===== config.mk =====
export PLATFORM = sky130hd
export DESIGN_NAME = solver_result_fifo
export DESIGN_NICKNAME = d
export VERILOG_FILES = /design/src/rtl/solver_result_fifo.sv
export SDC_FILE = /design/constraint.sdc
export NUM_CORES = 1
export LEC_CHECK = 0
export BUFFER_PORTS_ARGS = -buffer_cell sky130_fd_sc_hd__buf_2
export CELL_PAD_IN_SITES_DETAIL_PLACEMENT = 0
export CELL_PAD_IN_SITES_GLOBAL_PLACEMENT = 1
export CORE_ASPECT_RATIO = 1.75
export CORE_MARGIN = 3
export CORE_UTILIZATION = 40
export CTS_CLUSTER_DIAMETER = 80
export CTS_CLUSTER_SIZE = 16
export DETAILED_ROUTE_END_ITERATION = 10
export GPL_TIMING_DRIVEN = 0
export PLACE_DENSITY = 0.79
export SKIP_CTS_REPAIR_TIMING = 1
export SLEW_MARGIN = 0
export SYNTH_ARGS = -nofsm -noshare
export SYNTH_HDL_FRONTEND = slang
export SYNTH_SLANG_ARGS = --single-unit
export TNS_END_PERCENT = 1

===== constraint.sdc =====
create_clock -name clk -period 9.9 [get_ports clk]
set_input_delay 0.495 -clock clk [delete_from_list [all_inputs] [get_ports clk]]
set_output_delay 0.495 -clock clk [all_outputs]
set_load 0.05 [all_outputs]

===== src/rtl/solver_result_fifo.sv =====
// Captures solver golden nonces on FOUND entry into a FWFT FIFO drained by pop; push/pop visible next cycle.
// Full without pop drops the find and flags it. `RESULT_TIMESTAMP_EN adds a per-entry capture timestamp.
module solver_result_fifo #(
   parameter int         DEPTH      = 4,
   parameter int         NONCE_W    = 32,
   parameter logic [2:0] FOUND_CODE = 3'd4
) (
   input  logic                       clk,
   input  logic                       reset,
   input  logic [2:0]                 state_in,
   input  logic [NONCE_W-1:0]         nonce,
   input  logic                       clear,
   input  logic                       pop,
   output logic                       head_valid,
   output logic [NONCE_W-1:0]         head_nonce,
   output logic [31:0]                head_timestamp,
   output logic [$clog2(DEPTH):0]     count,
   output logic                       overflow,
   output logic [7:0]                 dropped
);
   localparam int PTR_W = $clog2(DEPTH);
   localparam int CNT_W = PTR_W + 1;

   logic [2:0]         prev_state_q, prev_state_d;
   logic [PTR_W-1:0]   wr_ptr_q, wr_ptr_d;
   logic [PTR_W-1:0]   rd_ptr_q, rd_ptr_d;
   logic [CNT_W-1:0]   count_q, count_d;
   logic               overflow_q, overflow_d;
   logic [7:0]         dropped_q, dropped_d;
   logic [NONCE_W-1:0] mem_q [DEPTH];
   logic [NONCE_W-1:0] mem_d [DEPTH];

   logic push_ev, pop_ok, full, push_ok;

`ifdef RESULT_TIMESTAMP_EN
   logic [31:0] ts_cnt_q, ts_cnt_d;
   logic [31:0] ts_mem_q [DEPTH];
   logic [31:0] ts_mem_d [DEPTH];
`endif

   always_comb begin
      // One event per FOUND entry; prev_state resets to FOUND so a solver already there is ignored.
      push_ev = (state_in == FOUND_CODE) && (prev_state_q != FOUND_CODE);
      pop_ok  = pop && (count_q != '0);
      full    = (count_q == CNT_W'(DEPTH));
      push_ok = push_ev && (!full || pop_ok);

      prev_state_d = state_in;
      wr_ptr_d     = wr_ptr_q;
      rd_ptr_d     = rd_ptr_q;
      count_d      = count_q;
      overflow_d   = overflow_q;
      dropped_d    = dropped_q;
      mem_d        = mem_q;
`ifdef RESULT_TIMESTAMP_EN
      ts_cnt_d = ts_cnt_q + 32'd1;
      ts_mem_d = ts_mem_q;
`endif

      if (clear) begin
         wr_ptr_d   = '0;
         rd_ptr_d   = '0;
         count_d    = '0;
         overflow_d = 1'b0;
         dropped_d  = '0;
      end else begin
         if (pop_ok) begin
            rd_ptr_d = rd_ptr_q + PTR_W'(1);
         end
         if (push_ok) begin
            mem_d[wr_ptr_q] = nonce;
`ifdef RESULT_TIMESTAMP_EN
            ts_mem_d[wr_ptr_q] = ts_cnt_q;
`endif
            wr_ptr_d = wr_ptr_q + PTR_W'(1);
         end else if (push_ev) begin
            overflow_d = 1'b1;
            if (dropped_q != 8'hFF) begin
               dropped_d = dropped_q + 8'd1;
            end
         end
         count_d = count_q + CNT_W'(push_ok) - CNT_W'(pop_ok);
      end
   end

   always_ff @(posedge clk or posedge reset) begin
      if (reset) begin
         prev_state_q <= FOUND_CODE;
         wr_ptr_q     <= '0;
         rd_ptr_q     <= '0;
         count_q      <= '0;
         overflow_q   <= 1'b0;
         dropped_q    <= '0;
         mem_q        <= '{default: '0};
      end else begin
         prev_state_q <= prev_state_d;
         wr_ptr_q     <= wr_ptr_d;
         rd_ptr_q     <= rd_ptr_d;
         count_q      <= count_d;
         overflow_q   <= overflow_d;
         dropped_q    <= dropped_d;
         mem_q        <= mem_d;
      end
   end

`ifdef RESULT_TIMESTAMP_EN
   always_ff @(posedge clk or posedge reset) begin
      if (reset) begin
         ts_cnt_q <= '0;
         ts_mem_q <= '{default: '0};
      end else begin
         ts_cnt_q <= ts_cnt_d;
         ts_mem_q <= ts_mem_d;
      end
   end

   assign head_timestamp = head_valid ? ts_mem_q[rd_ptr_q] : 32'd0;
`else
   assign head_timestamp = 32'd0;
`endif

   assign head_valid = (count_q != '0);
   assign head_nonce = head_valid ? mem_q[rd_ptr_q] : '0;
   assign count      = count_q;
   assign overflow   = overflow_q;
   assign dropped    = dropped_q;

endmodule


==> impl_metrics.json, run 1 <==
{
  "r2r_start": "count[1]",
  "synth_edf_count": 0,
  "cts_made_buffers": 17,
  "drive_above_1_share_pct": 51.9,
  "portBuffers": 82,
  "tritoncts": "built",
  "max_freq_ghz": 0.324,
  "synth_seq_area_share_pct": 52.1,
  "drtIter0Drc": 118,
  "pin_count": 116,
  "fin_cells": 845,
  "firstDrtPassIters": 4,
  "h-tree-depth": 4,
  "required_ps": 9410,
  "avgViaCountPerCell": 4.92,
  "finalSetupTns_ps": 0,
  "core.rowCount": 63,
  "yosys.cell_types.count": 38,
  "synth-async-reset-ratio_pct": 100,
  "grt_max_degree": 109,
  "crit_start": "rd_ptr_q[0]",
  "rrSetupSlack_ps": 7130,
  "avgSynthCellArea_um2": 14.9,
  "endpoint_kind": "output pin",
  "ys_top_cells_by_count": "dfrtp_1, mux2_2, and2_1, buf_4, mux4_2",
  "yosys.area_share.simple_pct": 6.74,
  "layout.nets": 653,
  "cp-start-kind": "flip-flop",
  "synth_fa_ha_area_share_pct": 1.52,
  "yosysTopAreaCellShare_pct": 51.8,
  "path_buf_inv": 3,
  "area_growth_pct": 22.3,
  "grtUsageMet2_pct": 30.8,
  "worstSetupPathType": "flip-flop to output pin",
  "maxCapViolations": 0,
  "fin_crit_sh_pct": 31.2,
  "synthMuxAreaShare_pct": 31.2,
  "synth_xor_area_share_pct": 0.621,
  "place_congestion": 0.749,
  "yosys-top-cells-area": "dfrtp_1, mux2_2, mux4_2",
  "cpMostUsedCell": "buf_2",
  "cts_sinks": 147,
  "slowest_stage": "mux4_2",
  "path_delay_family": "buffers and inverters",
  "final_core_util_pct": 50.5,
  "num_vias": 4161,
  "hold_class": "input port to async pin",
  "core-area_um2": 17100,
  "path_clk_slew_ps": 60,
  "min_period_ps": 3090,
  "grt_busiest_layer": "met2",
  "route.detailed.drc": 0,
  "antenna_found_initial": 0,
  "vdd_drop_max_mv": 0.120,
  "use_met1_pct": 17.4,
  "r2r_end": "count[2]",
  "die_w_um": 106,
  "die_area_um2": 19300,
  "dp.cells": 814,
  "synth_top_family_by_area": "multiplexers",
  "worstPathCellList": "clkbuf_1 > buf_2 > mux4_2 > and2_1 > buf_2",
  "synth.most_common_cell": "dfrtp_1",
  "worstMarginPinSlew_ps": 786,
  "cts_root_buffer": "clkbuf_16",
  "cp_max_fo": 10,
  "status": "finished, final reports clean",
  "synth_area_um2": 7060,
  "postRouteWirelength_um": 15000,
  "clock_path_buffers": 2,
  "wl_per_cell_um": 17.7,
  "slowest_delay_ps": 540,
  "place_hpwl_um": 10500,
  "synth_flop_cell": "dfrtp_1",
  "gr-total-overflow": 0,
  "reg2reg_depth": 11,
  "met3_usage_pct": 3.45,
  "ys_warn_count": 0,
  "powerDensity_nw_per_um2": 273,
  "synth-compound-area-share_pct": 1.08,
  "slew_viol_final": 0,
  "track_usage_pct": 16.3,
  "start_util_pct": 41.3,
  "cellLeakagePower_uw": 0.00421,
  "critPathArrivalTime_ps": 2590,
  "clock_latency_ps": 420,
  "fin_skew_ps": 8.66,
  "endpoint": "head_nonce[29]",
  "grt_pass1_vias": 4682,
  "synth-seq-cells": 147,
  "cp_num_cells": 5,
  "synthCells": 473,
  "rsz0062_at_grt": "false",
  "die_h_um": 182,
  "antenna_cells": 0,
  "grt_pass1_wl_um": 24300,
  "slew_headroom_pct": 47.2,
  "setup_viol": 0,
  "finalHoldViolCount": 0,
  "drtAntennaViolNets": 0,
  "yosysTopAreaCell": "dfrtp_1"
}
[metrics by stage]
stage / area, µm² / setup WS, ps / hold slack, ps / power [µW]
5_1_grt: 8630 / 6630 / 89.8 / 2460
2_1_floorplan: 7170 / 5460 / 452 / 1380
4_1_cts: 8630 / 6730 / 74.4 / 2390
3_5_place_dp: 7900 / 6940 / 481 / 1580
3_3_place_gp: 7870 / 4220 / 462 / 1560
6_report: 8630 / 6810 / 74.2 / 2360
[cell usage in the layout (no fill, tap or decap), drive strengths merged]
cell / n
dfrtp: 146
buf: 131
mux2: 130
and2: 33
mux4: 32
conb: 32
clkbuf: 30
nor2: 12
bufinv: 9
ha: 7
inv: 6
a21oi: 5
nor3b: 5
nor2b: 4
or3: 3
xnor2: 3
or3b: 2
xor2: 2
nand2: 2
nand3: 2
mux2i: 2
nand2b: 2
a311oi: 2
and3: 2
clkinv: 2
or4b: 1
nand4: 1
and4: 1
nor3: 1
a41oi: 1
a211oi: 1
a41o: 1
o31ai: 1
or4: 1
fa: 1
clkinvlp: 1
dfstp: 1
[registers in the layout, summed over array words and instances, names as in the netlist]
register,flops
wr_ptr_q,2
overflow,1
prev_state_q,3
rd_ptr_q,2
count,3
dropped,8
mem_q,128
[logic make-up after synthesis]
kind of cell | count (synthesis)
compound gates | 11
xor+xnor | 5
flops | 147
simple gates | 72
mux | 164
fa+ha+maj | 8
other cells | 1
buf+inv | 65
[power by group]
part / switching (µW) / internal (µW) / total [µW]
Sequential: 43.0 / 681 / 724
Combinational: 540 / 293 / 833
Clock: 249 / 549 / 798
[metal layers]
metal,part of all wire (%),vias to the layer above
li1,-,1894
met1,38,2162
met2,57,88
met3,3.4,17
met4,1.9,0
met5,0,-
[area by class of cell]
type                    instances  area, µm²
repair buffers                 83        438
clock buffers                  18        429
inverters                       5       23.8
multi-input cells             292       3030
clock inverters                13        304
fillers                      1505       8470
plain buffers                  60        447
well taps                     227        284
flip-flops and latches        147       3680
[worst min path at each step]
stage | startpoint | end | cells after the start
2_1_floorplan | mem_q[61] | mem_q[61] | 1
6_report | reset | mem_q[100] | 2
3_5_place_dp | mem_q[109] | mem_q[109] | 1
3_3_place_gp | mem_q[61] | mem_q[61] | 1
4_1_cts | reset | dropped[1] | 2
5_1_grt | reset | mem_q[100] | 2
[worst reg2reg max path, cell delays in order (launching register included)]
cell     delay, ps
dfrtp_1        450
or4b_1         590
or3b_1         200
buf_6          160
ha_1           250
inv_1           60
ha_1           130
inv_1           50
fa_1           370
xor2_1         180
xnor2_1        140
nor2_1          50
Note: power is estimated with default switching activity, not from simulation.
==> run 2: changes to the inputs <==
Clock period 9.9 ns to 3.1 ns, I/O delays scaled along.
==> run 2 against run 1 <==
Via count up 0.72%. Sequential cell count unchanged. Critical path depth up 8. Hold slack worse by 65 ps. Cell count up 1.1%. Largest power group unchanged.
==> impl_metrics.json, run 2 (synthesized netlist as in run 1, its figures left out) <==
{
  "maxCapViolations": 0,
  "core-area_um2": 17100,
  "path_clk_slew_ps": 60,
  "place_congestion": 0.726,
  "antenna_found_initial": 1,
  "gr-total-overflow": 0,
  "wl_per_cell_um": 17.4,
  "setup_viol": 0,
  "drive_above_1_share_pct": 51.7,
  "clock_latency_ps": 420,
  "cts_root_buffer": "clkbuf_16",
  "num_vias": 4191,
  "track_usage_pct": 16.3,
  "finalSetupTns_ps": 0,
  "cp_max_fo": 7,
  "max_freq_ghz": 0.368,
  "layout_common_cells": "dfrtp_1, mux2_2, buf_2",
  "worstMarginPinSlew_ps": 766,
  "portBuffers": 82,
  "cts_sinks": 147,
  "cellLeakagePower_uw": 0.00420,
  "slowest_stage": "dlygate4sd3_1",
  "start_util_pct": 41.3,
  "grt_pass1_wl_um": 24200,
  "layout.nets": 661,
  "core.rowCount": 63,
  "grt_pass1_vias": 4656,
  "hold_ws_ps": 9.59,
  "die_area_um2": 19300,
  "endpoint_kind": "flip-flop",
  "cp-start-kind": "input port",
  "pin_count": 116,
  "firstDrtPassIters": 4,
  "die_h_um": 182,
  "slew_viol_final": 0,
  "postRouteWirelength_um": 14900,
  "top_register": "mem_q",
  "drtAntennaViolNets": 0,
  "area_growth_pct": 22.0,
  "avgViaCountPerCell": 4.91,
  "powerDensity_nw_per_um2": 824,
  "rrSetupSlack_ps": 390,
  "drt-met1-wl_um": 5620,
  "slew_headroom_pct": 48.5,
  "clock_path_buffers": 2,
  "min_period_ps": 2720,
  "final_common_cell": "dfrtp_1",
  "die_w_um": 106,
  "cts_made_buffers": 17,
  "required_ps": 3380,
  "finalHoldViolCount": 0,
  "route.met3.wl_um": 576,
  "worstPathCellList": "dlygate4sd3_1 > buf_2 > or3b_1 > or3b_1 > buf_6 > ha_1 > inv_1 > ha_1 > inv_1 > fa_1 > xor2_1 > xnor2_1 > nor2_1",
  "status": "finished, final reports clean",
  "grt_max_degree": 45,
  "min_path_cells": 2,
  "fillers": 1475,
  "reg2reg_depth": 11,
  "slowest_delay_ps": 530,
  "vdd_drop_max_mv": 0.363,
  "drtIter0Drc": 110,
  "largest_reg_flops": 128,
  "route.met2.wl_um": 8330,
  "h-tree-depth": 4,
  "hold_class": "input port to flip-flop",
  "worstSetupPathType": "input port to flip-flop",
  "fin_crit_sh_pct": 87.7,
  "highest_layer": "met5",
  "tritoncts": "built",
  "rsz0062_at_grt": "false",
  "critPathArrivalTime_ps": 3000,
  "route.detailed.drc": 0,
  "antenna_cells": 0,
  "fin_skew_ps": 13.5,
  "place_hpwl_um": 10700
}
-- run 2: cell type report --
cell class,count,area (µm²),share of cell area (%)
Sequential cell,147,3680,42.7
Multi-Input combinational cell,292,3030,35.2
Timing Repair Buffer,91,531,6.16
Buffer,60,447,5.19
Clock buffer,19,443,5.15
Tap cell,227,284,3.30
Clock inverter,13,174,2.02
Inverter,5,22.5,0.262
-- run 2: layer usage --
metal | vias up | GRT usage (%)
met5 | - | 0
met4 | 2 | 6.54
met1 | 2157 | 17.4
li1 | 1916 | -
met2 | 91 | 30.9
met3 | 25 | 2.92
-- run 2: through the flow --
step | worst slack (ps) | instance area [µm²] | instances | power (µW) | util (%)
floorplan | 279 | 7180 | 504 | 4420 | -
global placement | 341 | 7870 | 813 | 4970 | 46.0
detailed placement | 395 | 7930 | 816 | 5050 | 46.4
CTS | 300 | 8550 | 848 | 7190 | 50.0
global route | 212 | 8610 | 854 | 7450 | 50.3
finish | 382 | 8610 | 854 | 7090 | 50.3
-- run 2: worst max-delay path, delay by kind of cell --
kind	cells	cell delay, ps
simple gates	3	840
xor+xnor	2	320
fa+ha+maj	3	760
buf+inv	5	900
-- run 2: worst paths after layout --
kind                             startpoint         end
worst max-delay path            state_in[1]    count[2]
worst min-delay path              nonce[14]  mem_q[110]
worst max register to register     count[1]    count[2]
worst min register to register   mem_q[113]  mem_q[113]
max in group asynchronous             reset   mem_q[34]
min in group asynchronous             reset   mem_q[60]
-- run 2: report_power, final --
group / internal, µW / switching [µW] / leakage (µW)
Clock: 1300 / 820 / 0.000302
Combinational: 943 / 1710 / 0.00193
Sequential: 2180 / 137 / 0.00197
Total: 4420 / 2670 / 0.00420
